--- src/rtl/sdp_fifo_pkg.sv ---
// Shared constants for the RAM-backed stream FIFO: RAM read latency and skid geometry.
// No logic, no latency, no backpressure of its own.
// Consumers size their read-tag pipe and skid counters from these values.
package sdp_fifo_pkg;
    localparam int READ_LATENCY = 2;
    localparam int SKID_DEPTH   = 4;
    localparam int SKID_PTR_W   = $clog2(SKID_DEPTH);
    localparam int SKID_CNT_W   = SKID_PTR_W + 1;
endpackage

--- src/rtl/fifo_skid_buffer.sv ---
// Small circular buffer that catches RAM read data so the head word is always registered.
// Write lands on the clock edge, head is visible the next cycle; pop and write may coincide.
// No backpressure on write: the producer reserves space before issuing a read.
module fifo_skid_buffer
    import sdp_fifo_pkg::*;
#(
    parameter int DATA_WIDTH = 14
) (
    input  logic                  clk,
    input  logic                  rst_n,
    input  logic                  wr_en,
    input  logic [DATA_WIDTH-1:0] wr_data,
    input  logic                  pop,
    output logic                  rd_valid,
    output logic [DATA_WIDTH-1:0] rd_data,
    output logic [SKID_CNT_W-1:0] count
);
    logic [DATA_WIDTH-1:0] mem [SKID_DEPTH];
    logic [SKID_PTR_W-1:0] wr_idx;
    logic [SKID_PTR_W-1:0] rd_idx;
    logic                  pop_eff;

    assign rd_valid = (count != '0);
    assign pop_eff  = pop & rd_valid;
    assign rd_data  = mem[rd_idx];

    always_ff @(posedge clk or negedge rst_n) begin
        if (!rst_n) begin
            wr_idx <= '0;
            rd_idx <= '0;
            count  <= '0;
            for (int i = 0; i < SKID_DEPTH; i++) begin
                mem[i] <= '0;
            end
        end else begin
            if (wr_en) begin
                mem[wr_idx] <= wr_data;
                wr_idx      <= wr_idx + 1'b1;
            end
            if (pop_eff) begin
                rd_idx <= rd_idx + 1'b1;
            end
            if (wr_en && !pop_eff) begin
                count <= count + 1'b1;
            end else if (!wr_en && pop_eff) begin
                count <= count - 1'b1;
            end
        end
    end
endmodule

--- src/rtl/sdp_ram_fifo_ctrl.sv ---
// Valid/ready FIFO controller around a 2-port RAM (port A write, port B read, 2-cycle read).
// Latency: push into empty FIFO shows out_valid 4 cycles later; 1 word/cycle sustained.
// Backpressure: in_ready drops when the RAM is full; optional fill_level via SDP_FIFO_FILL_LEVEL_EN.
module sdp_ram_fifo_ctrl
    import sdp_fifo_pkg::*;
#(
    parameter int DATA_WIDTH = 14,
    parameter int ADDR_WIDTH = 6
) (
    input  logic                  clk,
    input  logic                  rst_n,
    input  logic                  in_valid,
    output logic                  in_ready,
    input  logic [DATA_WIDTH-1:0] in_data,
    output logic                  out_valid,
    input  logic                  out_ready,
    output logic [DATA_WIDTH-1:0] out_data,
    output logic [ADDR_WIDTH-1:0] ram_addr_a,
    output logic [DATA_WIDTH-1:0] ram_data_in_a,
    output logic                  ram_write_en_a,
    output logic [ADDR_WIDTH-1:0] ram_addr_b,
    output logic [DATA_WIDTH-1:0] ram_data_in_b,
    output logic                  ram_write_en_b,
    input  logic [DATA_WIDTH-1:0] ram_data_out_b
`ifdef SDP_FIFO_FILL_LEVEL_EN
    ,
    output logic [ADDR_WIDTH+1:0] fill_level
`endif
);
    logic [ADDR_WIDTH-1:0]   wr_ptr;
    logic [ADDR_WIDTH-1:0]   rd_ptr;
    logic [ADDR_WIDTH:0]     ram_count;
    logic [READ_LATENCY-1:0] tag;
    logic                    accept_en;
    logic [SKID_CNT_W-1:0]   inflight;
    logic [SKID_CNT_W-1:0]   skid_count;
    logic                    push;
    logic                    issue;

    // ram_count never exceeds DEPTH, so its MSB alone flags "full"
    assign in_ready = accept_en & ~ram_count[ADDR_WIDTH];
    assign push     = in_valid & in_ready;
    assign inflight = SKID_CNT_W'($countones(tag));
    // skid space is reserved for every read in flight, so captures can never overflow
    assign issue    = (ram_count != '0) &&
                      ((inflight + skid_count) < SKID_CNT_W'(SKID_DEPTH));

    assign ram_write_en_a = push;
    assign ram_addr_a     = wr_ptr;
    assign ram_data_in_a  = in_data;
    assign ram_addr_b     = rd_ptr;
    assign ram_data_in_b  = '0;
    assign ram_write_en_b = 1'b0;

    always_ff @(posedge clk or negedge rst_n) begin
        if (!rst_n) begin
            wr_ptr    <= '0;
            rd_ptr    <= '0;
            ram_count <= '0;
            tag       <= '0;
            accept_en <= 1'b0;
        end else begin
            accept_en <= 1'b1;
            tag       <= {tag[READ_LATENCY-2:0], issue};
            if (push) begin
                wr_ptr <= wr_ptr + 1'b1;
            end
            if (issue) begin
                rd_ptr <= rd_ptr + 1'b1;
            end
            if (push && !issue) begin
                ram_count <= ram_count + 1'b1;
            end else if (!push && issue) begin
                ram_count <= ram_count - 1'b1;
            end
        end
    end

    fifo_skid_buffer #(
        .DATA_WIDTH(DATA_WIDTH)
    ) u_skid (
        .clk     (clk),
        .rst_n   (rst_n),
        .wr_en   (tag[READ_LATENCY-1]),
        .wr_data (ram_data_out_b),
        .pop     (out_ready),
        .rd_valid(out_valid),
        .rd_data (out_data),
        .count   (skid_count)
    );

`ifdef SDP_FIFO_FILL_LEVEL_EN
    localparam int FILL_W = ADDR_WIDTH + 2;
    assign fill_level = FILL_W'(ram_count) + FILL_W'(inflight) + FILL_W'(skid_count);
`else
    // occupancy is not exported in this build
`endif
endmodule

--- config.mk ---
export PLATFORM = sky130hd
export DESIGN_NAME = sdp_ram_fifo_ctrl
export DESIGN_NICKNAME = d
export VERILOG_FILES = /design/src/rtl/sdp_fifo_pkg.sv /design/src/rtl/fifo_skid_buffer.sv /design/src/rtl/sdp_ram_fifo_ctrl.sv
export SDC_FILE = /design/constraint.sdc
export NUM_CORES = 1
export LEC_CHECK = 0
export ABC_AREA = 1
export BUFFER_PORTS_ARGS = -buffer_cell sky130_fd_sc_hd__buf_2
export CORE_MARGIN = 3
export CORE_UTILIZATION = 40
export CTS_CLUSTER_SIZE = 14
export DETAILED_ROUTE_END_ITERATION = 16
export GPL_TIMING_DRIVEN = 0
export SLEW_MARGIN = 10
export SYNTH_ARGS = -nofsm -noshare
export SYNTH_HDL_FRONTEND = slang
export SYNTH_HIERARCHICAL = 1
export SYNTH_SLANG_ARGS = --single-unit
--- constraint.sdc ---
create_clock -name clk -period 2.6 [get_ports clk]
set_input_delay 0.39 -clock clk [delete_from_list [all_inputs] [get_ports clk]]
set_output_delay 0.39 -clock clk [all_outputs]
set_load 0.005 [all_outputs]
# Word-level counts from Yosys, hierarchy flattened
# Cells that the tools add are included.
[totals] regBits=85 in_bits=32 out_inout_bits=58 elab_cells=56
[classes] n_addsub=10 magnitude_cmp=4 muxes=10 bitwise=6 reduce_logical=14
[ops] operator="bitwise mux 56 bit" n=1
[ops] operator="2-to-1 mux 14 bit" n=3
[ops] operator="binary-select mux 14 bit (select 2 bit)" n=1
[ops] operator="demux 14 bit (select 2 bit)" n=1
[ops] operator="2-to-1 mux 7 bit" n=2
[ops] operator="adder 6 x 1 -> 6 bit, second input constant" n=2
[ops] operator="adder 7 x 1 -> 7 bit, second input constant" n=1
[ops] operator="nonzero test 7 bit" n=1
[ops] operator="subtractor 7 x 1 -> 7 bit, second input constant" n=1
[ops] operator=">= comparator 3 bit, second input constant" n=2
[ops] operator="logical AND 1 bit" n=6
[ops] operator="2-to-1 mux 3 bit" n=2
[ops] operator="NOT 2 -> 3 bit" n=2
[ops] operator="adder 2 x 1 -> 2 bit, second input constant" n=2
[ops] operator="logical NOT 1 bit" n=4
[ops] operator="nonzero test 2 bit" n=2
[ops] operator="adder 2 x 3 -> 3 bit" n=1
[ops] operator="adder 3 x 1 -> 3 bit, second input constant" n=1
[ops] operator="bitwise AND 1 bit" n=3
[ops] operator="< comparator 3 x 1 -> 1 bit, second input constant" n=1
[ops] operator="< comparator 3 bit, second input constant" n=1
[ops] operator="nonzero test 3 bit" n=1
[ops] operator="subtractor 3 x 1 -> 3 bit, second input constant" n=1
[ops] operator="adder 1 x 1 -> 2 bit" n=1
[ops] operator="NOT 1 bit" n=1

# Depth between registers and ports, before layout
# Gate-level depths: netlist of the first run.
[depth] depth_word=7 ltp_mapped=17 mapped_depth_nobuf=17

# By module
# The synthesis of the first run kept the hierarchy.
[by_module_without_submodules] module="fifo_skid_buffer" n_inst=1 cells_per_inst=348 area_per_inst_um2=3040.4 seq_area_each_um2=1576.5
[by_module_without_submodules] module="sdp_ram_fifo_ctrl" n_inst=1 cells_per_inst=183 area_per_inst_um2=1549.0 seq_area_each_um2=550.5

# Least setup slack after synthesis of the first run
# No wires, ideal clock.
[synth_timing] path_kind="register -> register" from="register u_skid.count[0]" to="register ram_count[6]" setup_time_ns=0.117 arrival_time_ns=2.220 required_ns=2.483 setup_slack_ns=0.262 stages_incl_launch_ff=17 path_buffers=0 period_less_slack_ns=2.338 path_cell_list="dfrtp_1 -> ha_1 -> nand2_1 -> nand2_2 -> nand2_2 -> nor2_2 -> nor2_4 -> nand2_4 -> ha_1 -> inv_1 -> fa_1 -> nand2_1 -> nand2_1 -> nand3_1 -> nand3_1 -> nand3_1 -> nand2_1"
[synth_via] elab_chain_len=6 elab_cells_between_ends=8 classes_between="1 x add/sub; 1 x order compare; 1 x mux; 5 x reduce/logical"
[synth_rtl] element="start: declaration" line_no="fifo_skid_buffer.sv:16" rtl="output logic [SKID_CNT_W-1:0] count"
[synth_rtl] element="start signal: assignment" line_no="fifo_skid_buffer.sv:44" rtl="count <= count + 1'b1;"
[synth_rtl] element="start signal: assignment" line_no="fifo_skid_buffer.sv:46" rtl="count <= count - 1'b1;"
[synth_rtl] element="adder 2 x 3 -> 3 bit *" line_no="sdp_ram_fifo_ctrl.sv:46" rtl="((inflight + skid_count) < SKID_CNT_W'(SKID_DEPTH));"
[synth_rtl] element="< comparator 3 bit *" line_no="sdp_ram_fifo_ctrl.sv:46"
[synth_rtl] element="logical AND 1 bit *" line_no="sdp_ram_fifo_ctrl.sv:45" rtl="assign issue = (ram_count != '0) &&"
[synth_rtl] element="logical NOT 1 bit" line_no="sdp_ram_fifo_ctrl.sv:71" rtl="if (push && !issue) begin"
[synth_rtl] element="logical AND 1 bit" line_no="sdp_ram_fifo_ctrl.sv:71"
[synth_rtl] element="2-to-1 mux 7 bit / nonzero test 2 bit (equally long branches)"
[synth_rtl] element="end signal: assignment" line_no="sdp_ram_fifo_ctrl.sv:72" rtl="ram_count <= ram_count + 1'b1;"
[synth_rtl] element="end signal: assignment" line_no="sdp_ram_fifo_ctrl.sv:74" rtl="ram_count <= ram_count - 1'b1;"
[synth_rtl] element="end: declaration" line_no="sdp_ram_fifo_ctrl.sv:32" rtl="logic [ADDR_WIDTH:0] ram_count;"
# Every way passes the cells marked *; elsewhere a longest branch is shown, timed or not.
# A chain may end at the register's enable or synchronous reset.

# Final worst setup path of the first run
# Same ends and word-level chain as after synthesis.

==> flow_summary.json, run 1 <==
{
  "clock-sinks": 85,
  "dp.cells": 746,
  "first_global_vias": 3474,
  "min_period_over_period_pct": 89.94,
  "finalPower_mw": 7.377,
  "maxCapViolCount": 0,
  "worstPathRequired_ps": 2830,
  "grtUsageTotal_pct": 17.08,
  "finalCriticalPeriod_ps": 2338,
  "mostFrequentLayoutCells": "nand2_1, dfrtp_1, buf_2",
  "syn_inst": 531,
  "muxShareOfSynthArea_pct": 0,
  "final_max_slew_viol_count": 0,
  "numCtsBuffers": 9,
  "root_buffer": "clkbuf_16",
  "layout-drive-gt1-share_pct": 26.32,
  "yosys.area_share.simple_pct": 20.26,
  "overflow": 0,
  "max_slew.worst_pin.slew_ps": 581.2,
  "min_path_type": "in -> async",
  "rsz0062_at_grt": "no",
  "gp_congestion": 0.7663,
  "fin_cells": 763,
  "yosysWarnings": 6,
  "finalCoreUtilization_pct": 49.71,
  "p_leak_nw": 2.953,
  "tns_ps": 0,
  "criticalPathCategory": "reg -> reg",
  "tritoncts": "built",
  "ios": 90,
  "arrival_ps": 2570,
  "io_buffers": 60,
  "finalWorstSetupSlack_ps": 261.5,
  "slew_headroom_pct": 61.25,
  "synth_top_family_by_area": "simple AND/OR/NAND/NOR gates",
  "dp_hpwl_mm": 7.259,
  "layout_commonest_cell": "nand2_1",
  "dieArea_um2": 12800,
  "finalHoldViolCount": 0,
  "layout.nets": 668,
  "synth-seq-area-share_pct": 46.35,
  "die_w_um": 113.1,
  "insertion_delay_ps": 340,
  "nFillCells": 1072,
  "ys_ff_latch": 85,
  "initial_core_util_pct": 41.61,
  "multi_input_area_um2": 1949,
  "syn_to_final_growth_pct": 19.47,
  "netlist_area_um2": 4589,
  "avgSynthCellArea_um2": 8.643,
  "firstDrtPassIters": 5,
  "grt_max_degree": 44,
  "synth-compound-area-share_pct": 12.76,
  "avgRoutedWirePerCell_um": 13.62,
  "fmax_mhz": 427.6,
  "setup_violations": 0,
  "fin_skew_ps": 7.504,
  "diodes": 0,
  "seqCellArea_um2": 2128,
  "powerDensity_nw_per_um2": 1346,
  "cp_max_fo": 7,
  "fp.dieH_um": 113.1,
  "grt_pass1_wl_mm": 17.33,
  "h-tree-depth": 3,
  "hold_ws_ps": 47.65,
  "run_status": "completed",
  "vias_per_cell": 4.752,
  "synth-xor-area-share_pct": 2.481,
  "drc": 0,
  "fin_area_um2": 5483,
  "clkTransAtPathRegs_ps": 60,
  "peakVddDrop_uv": 825.3,
  "via_count": 3626,
  "clk_path_buf_depth": 2,
  "drt_iter0_drc": 182,
  "startpoint_type": "flip-flop",
  "synthAdderAreaFrac_pct": 4.962,
  "antenna_found_initial": 0,
  "cts-hold-fix-buffers": 0,
  "placed_area_um2": 5147,
  "pre_cts_ws_ps": 0.07172,
  "wl_mm": 10.40,
  "end_kind": "flip-flop",
  "core_um2": 11030,
  "yosys.cell_types.count": 27,
  "placementRows": 38,
  "drtAntennaViolNets": 0
}
## worst max-delay path: stages, from the launching register on
cell and delay, ps:
dfrtp_2 420, ha_1 270, nand2_1 60, nand2_2 70, nand2_2 80, nor2_4 120, nor2_4 40, nand2_4 100
ha_4 160, inv_4 60, fa_2 340, nand2_1 90, nand2_1 100, nand3_1 110, nand3_1 70, nand3_1 80
nand2_1 50
## layout make-up
| cell class | count | share of cell area, % |
|---|---|---|
| Sequential cell | 85 | 38.82 |
| Multi-Input combinational cell | 345 | 35.55 |
| Buffer | 48 | 6.321 |
| Timing Repair Buffer | 63 | 6.298 |
| Inverter | 67 | 4.633 |
| Clock buffer | 12 | 4.313 |
| Tap cell | 140 | 3.195 |
| Clock inverter | 3 | 0.8672 |
## synth_stat cells
library cell	number	area, um2
dfrtp_1	85	2127
nand2_4	6	67.56
nor2_4	6	67.56
o211ai_1	17	127.6
ha_1	15	187.7
nand3_1	15	75.07
buf_4	30	225.2
o211ai_2	11	137.6
nand4_1	1	6.260
nand3_2	1	10.01
inv_2	4	15.01
buf_2	13	65.06
o21ai_0	4	20.02
nand2_1	162	608.1
a21oi_1	4	20.02
nor2_2	2	12.51
nand3_4	1	17.52
xnor2_1	7	61.31
fa_1	2	40.04
conb_1	2	7.510
nor2_1	7	26.28
nand3b_1	1	7.510
nand2_2	5	31.28
xor2_1	6	52.55
buf_6	5	56.30
inv_1	63	236.5
o21ai_1	56	280.3
## routing by layer
layer / track usage, % / vias up / part of all wire (%)
met4: 4.247 / 0 / 0.77
li1: - / 1812 / -
met2: 29.11 / 85 / 51
met3: 4.706 / 7 / 5.7
met5: 0 / - / 0
met1: 21.56 / 1722 / 42
## state kept, by name (all words and copies together), names as in the netlist
register	count
u_skid/rd_idx	2
ram_addr_b	6
u_skid/count	3
u_skid/mem	56
ram_count	7
accept_en	1
u_skid/wr_idx	2
tag	2
ram_addr_a	6
## report_power, final
group / switching [mW] / internal [mW]
sequential: 0.466 / 1.98
combinational: 2.17 / 1.50
clock: 0.508 / 0.743
## kinds of logic (layout without fill, tap and decap cells)
family / Yosys count / in the layout
other: 2 / 16
xor gates and xnor gates: 13 / 13
DFF: 85 / 85
adders and majority gates: 17 / 17
and+or+nand+nor: 207 / 207
buffers and inverters: 115 / 193
AOI/OAI and AO/OA: 92 / 92
## repair_timing
action | in CTS | in global routing
setup buffers | 0 | 2
cloned | 0 | 0
endpoints found under the setup margin | 1 | 3
gates resized for setup | 1 | 7
pin swaps | 0 | 0
## worst paths after layout
kind                                             start                            to  slack [ps]  cells after the start
max                        u_skid/count[0]$_DFFE_PN0P_      ram_count[6]$_DFFE_PN0P_         260                     16
max in group asynchronous                        rst_n    u_skid/mem[38]$_DFFE_PN0P_        1940                      2
min in group clk                             out_ready  u_skid/rd_idx[0]$_DFFE_PN0P_         320                      3
min                                              rst_n    u_skid/mem[43]$_DFFE_PN0P_          50                      1
min reg2reg                           tag[0]$_DFF_PN0_              tag[1]$_DFF_PN0_         390                      0
max reg2reg                u_skid/count[0]$_DFFE_PN0P_      ram_count[6]$_DFFE_PN0P_         260                     16
(Power assumes the default switching activity.)
==> run 2: changes to the inputs <==
CORE_ASPECT_RATIO = 0.8   (was unset)
==> run 2 against run 1 <==
Compared with the run above: non-clock buffer count shrank 1; clock power rose by 16%; sequential share of layout area shrank 0.29 points; setup slack got worse by 47 ps; clock skew fell by 2.2 ps; cell count increased by 0.52%; critical path depth unchanged; wire length fell by 1.1%; core utilization is 0.43 points higher; via count decreased by 0.72%; largest cell class unchanged.
==> flow_summary.json, run 2 (synthesized netlist as in run 1, its figures left out) <==
{
  "run_status": "completed",
  "top_regs": "u_skid/mem (56), ram_count (7)",
  "avgRoutedWirePerCell_um": 13.40,
  "fin_skew_ps": 5.337,
  "firstDrtPassIters": 5,
  "insertion_delay_ps": 340,
  "finalHoldViolCount": 0,
  "p_leak_nw": 2.974,
  "largest_reg_flops": 56,
  "diodes": 0,
  "rsz0062_at_grt": "no",
  "initial_core_util_pct": 41.65,
  "pre_cts_ws_ps": -36.73,
  "numCtsBuffers": 9,
  "powerDensity_nw_per_um2": 1371,
  "startpoint_type": "flip-flop",
  "nFillCells": 1056,
  "placementRows": 34,
  "ios": 90,
  "end_kind": "flip-flop",
  "drc": 0,
  "vias_per_cell": 4.694,
  "io_buffers": 60,
  "setup_violations": 0,
  "criticalPathCategory": "reg -> reg",
  "dieArea_um2": 12800,
  "antenna_found_initial": 0,
  "clk_path_buf_depth": 2,
  "h-tree-depth": 3,
  "seqCellArea_um2": 2128,
  "finalCriticalPeriod_ps": 2386,
  "dp.cells": 750,
  "multi_input_area_um2": 1937,
  "largest-register": "u_skid/mem",
  "drt_iter0_drc": 286,
  "core_um2": 11020,
  "peakVddDrop_uv": 464.3,
  "wl_mm": 10.28,
  "layout.nets": 667,
  "tns_ps": 0,
  "grtUsageTotal_pct": 16.96,
  "finalPower_mw": 7.573,
  "finalWorstSetupSlack_ps": 214.2,
  "layout-drive-gt1-share_pct": 26.48,
  "grt_max_degree": 48,
  "dp_hpwl_mm": 7.404,
  "syn_to_final_growth_pct": 20.37,
  "hold_ws_ps": 29.88,
  "r2r_slack_ps": 210,
  "root_buffer": "clkbuf_16",
  "fmax_mhz": 419.1,
  "worstPathRequired_ps": 2830,
  "drtAntennaViolNets": 0,
  "final_max_slew_viol_count": 0,
  "clkTransAtPathRegs_ps": 60,
  "tritoncts": "built",
  "gp_congestion": 0.7686,
  "maxCapViolCount": 0,
  "via_count": 3600,
  "die_w_um": 125.8,
  "max_slew.worst_pin.slew_ps": 523.1,
  "overflow": 0,
  "grt_pass1_wl_mm": 17.42,
  "arrival_ps": 2610,
  "mostFrequentLayoutCells": "nand2_1, dfrtp_1, buf_2",
  "cp_max_fo": 7,
  "first_global_vias": 3508,
  "min_period_over_period_pct": 91.76,
  "fp.dieH_um": 101.8,
  "min_path_type": "in -> async",
  "fin_cells": 767,
  "slew_headroom_pct": 65.13,
  "clock-sinks": 85,
  "layout_commonest_cell": "nand2_1"
}
[run 2: layout make-up]
class / instances / share of cell area (%)
Timing Repair Buffer: 62 / 6.116
Buffer: 48 / 6.274
Clock inverter: 6 / 2.016
Sequential cell: 85 / 38.53
Clock buffer: 10 / 4.145
Inverter: 67 / 4.598
Multi-Input combinational cell: 345 / 35.06
Tap cell: 144 / 3.262
[run 2: per-stage QoR]
stage          util, %  instance area (um2)
2_1_floorplan        -                 4642
3_3_place_gp     46.49                 5122
3_5_place_dp     46.76                 5152
4_1_cts          49.86                 5494
5_1_grt          50.14                 5524
6_report         50.14                 5524
[run 2: power by group]
part	switching [mW]	internal [mW]	leakage, nW
sequential	0.469	1.98	1.04
clock	0.512	0.939	0.163
combinational	2.20	1.48	1.77
[run 2: worst max-delay path, cell delays in order (launching register included)]
cell	delay (ps)
dfrtp_2	440
ha_1	290
nand2_1	60
nand2_2	70
nand2_2	90
nor2_4	110
nor2_4	40
nand2_4	110
ha_4	170
inv_4	60
fa_2	340
nand2_1	100
nand2_1	90
nand3_1	100
nand3_1	70
nand3_1	90
nand2_1	50
[run 2: worst paths after layout]
kind	cells past startpoint	end	from
min reg2reg	0	tag[1]$_DFF_PN0_	tag[0]$_DFF_PN0_
max reg2reg	16	ram_count[6]$_DFFE_PN0P_	u_skid/count[0]$_DFFE_PN0P_
max	16	ram_count[6]$_DFFE_PN0P_	u_skid/count[0]$_DFFE_PN0P_
min	1	u_skid/mem[55]$_DFFE_PN0P_	rst_n
min in group clk	3	u_skid/rd_idx[0]$_DFFE_PN0P_	out_ready
max in group asynchronous	2	u_skid/count[0]$_DFFE_PN0P_	rst_n
[run 2: per-layer routing]
metal	vias to the layer above	track usage [%]	share of wire, %	wire, um
met1	1670	24.83	48	4889
met5	-	0	0	0
li1	1810	-	-	-
met2	111	25.60	45	4585
met3	9	3.426	6.8	695
met4	0	5.111	1.1	111
[run 2: repair_timing]
action | in CTS | in global routing
resized for setup | 2 | 5
gates cloned | 0 | 0
endpoints found under the hold margin | 0 | 0
endpoints found under the setup margin | 1 | 3
buffers inserted | 0 | 1
hold buffers | 0 | 0
==> run 3: changes to the inputs <==
MAX_ROUTING_LAYER = met4   (was unset)
==> run 3 against run 2 <==
Compared with the run above: non-clock buffer count unchanged; critical path depth unchanged; sequential power about the same; sequential share of layout area unchanged; critical endpoint unchanged; largest cell class unchanged; largest power group unchanged; highest routed layer unchanged.
==> flow_summary.json, run 3 (synthesized netlist as in run 1, its figures left out) <==
{
  "r2r_cells": 16,
  "numCtsBuffers": 9,
  "switching_share_pct": 42.00,
  "grt_max_degree": 48,
  "multi_input_area_um2": 1937,
  "finalHoldViolCount": 0,
  "criticalPathCategory": "reg -> reg",
  "drc": 0,
  "largest-register": "u_skid/mem",
  "startpoint_type": "flip-flop",
  "mostFrequentLayoutCells": "nand2_1, dfrtp_1, buf_2",
  "dp_hpwl_mm": 7.404,
  "layout.nets": 667,
  "placed_area_um2": 5152,
  "maxCapViolCount": 0,
  "max_slew.worst_pin.slew_ps": 523.1,
  "seqCellArea_um2": 2128,
  "dieArea_um2": 12800,
  "initial_core_util_pct": 41.65,
  "wl_mm": 10.33,
  "insertion_delay_ps": 340,
  "diodes": 0,
  "fin_cells": 767,
  "first_global_vias": 3513,
  "layout_commonest_cell": "nand2_1",
  "fp.dieH_um": 101.8,
  "min_path_type": "in -> async",
  "core_um2": 11020,
  "finalCriticalPeriod_ps": 2387,
  "fin_skew_ps": 4.425,
  "io_buffers": 60,
  "grt_pass1_wl_mm": 17.42,
  "arrival_ps": 2620,
  "firstDrtPassIters": 5,
  "rsz0062_at_grt": "no",
  "avgRoutedWirePerCell_um": 13.46,
  "power_frac_comb_pct": 48.5,
  "layout-drive-gt1-share_pct": 26.48,
  "root_buffer": "clkbuf_16",
  "die_w_um": 125.8,
  "run_status": "completed",
  "ios": 90,
  "internal-power_mw": 4.397,
  "cts-hold-fix-buffers": 0,
  "cp_max_fo": 7,
  "grtUsageTotal_pct": 17.50,
  "power.switching_mw": 3.184,
  "min_period_over_period_pct": 91.81,
  "top_regs": "u_skid/mem (56), ram_count (7)",
  "vias_per_cell": 4.688,
  "sequentialPowerShare_pct": 32.4,
  "via_count": 3596,
  "syn_to_final_growth_pct": 20.37,
  "setup_violations": 0,
  "drtAntennaViolNets": 0,
  "overflow": 0,
  "final_max_slew_viol_count": 0,
  "end_kind": "flip-flop",
  "p_clk_share_pct": 19.2,
  "dp.cells": 750,
  "fmax_mhz": 418.9,
  "clock-sinks": 85,
  "p_leak_nw": 2.974,
  "powerDensity_nw_per_um2": 1372,
  "fin_area_um2": 5524,
  "finalPower_mw": 7.581,
  "nFillCells": 1056,
  "clk_path_buf_depth": 2,
  "clkTransAtPathRegs_ps": 60,
  "h-tree-depth": 3,
  "tritoncts": "built",
  "peakVddDrop_uv": 464.9,
  "antenna_found_initial": 0,
  "placementRows": 34,
  "largest_reg_flops": 56,
  "gp_congestion": 0.7789,
  "drt_iter0_drc": 267,
  "worstPathRequired_ps": 2830,
  "slew_headroom_pct": 65.13
}
run 3: area by class of cell:
cell class,count,area share (%)
buffer,48,6.274
clock buffer,10,4.145
clock inverter,6,2.016
inverter,67,4.598
multi-input combinational,345,35.06
sequential,85,38.53
tap,144,3.262
timing repair buffer,62,6.116
run 3: repair_timing:
item	CTS	global route
gates resized for setup	2	5
setup endpoints to repair	1	3
buffers inserted	0	1
run 3: path summary, 6_finish.rpt:
path | slack [ps] | start | endpoint
max | 210 | u_skid/count[0]$_DFFE_PN0P_ | ram_count[6]$_DFFE_PN0P_
min | 30 | rst_n | u_skid/mem[13]$_DFFE_PN0P_
max reg2reg | 210 | u_skid/count[0]$_DFFE_PN0P_ | ram_count[6]$_DFFE_PN0P_
min reg2reg | 390 | tag[0]$_DFF_PN0_ | tag[1]$_DFF_PN0_
max in group asynchronous | 1950 | rst_n | u_skid/count[0]$_DFFE_PN0P_
min in group clk | 340 | out_ready | u_skid/rd_idx[0]$_DFFE_PN0P_
run 3: layer usage:
metal | GRT usage (%) | share of wire, %
met4 | 5.111 | 0.63
met2 | 25.80 | 45
met5 | - | 0
met3 | 3.426 | 5.5
met1 | 24.66 | 49
run 3: per-stage QoR:
stage	setup WS, ps	hold WS, ps	util, %	setup TNS, ps
floorplan	262.3	94.41	-	0
global placement	43.06	370.0	46.49	0
detailed placement	-36.73	377.3	46.76	-36.73
CTS	24.76	41.79	49.86	0
global route	26.79	65.86	50.14	0
finish	212.9	26.66	50.14	0
run 3: power groups by stage:
stage / sequential (mW) / clock (mW) / combinational (mW)
floorplan: 2.38 / 0 / 2.63
CTS: 2.45 / 1.49 / 3.67
global route: 2.54 / 1.55 / 4.22
finish: 2.45 / 1.45 / 3.67
global placement: 2.43 / 0 / 3.54
detailed placement: 2.46 / 0 / 3.65
run 3: worst max-delay path, cell delays in order, from the launching register on:
cell     delay (ps)
dfrtp_2         440
ha_1            290
nand2_1          60
nand2_2          70
nand2_2          90
nor2_4          110
nor2_4           40
nand2_4         110
ha_4            170
inv_4            60
fa_2            340
nand2_1         100
nand2_1          90
nand3_1         100
nand3_1          70
nand3_1          90
nand2_1          50
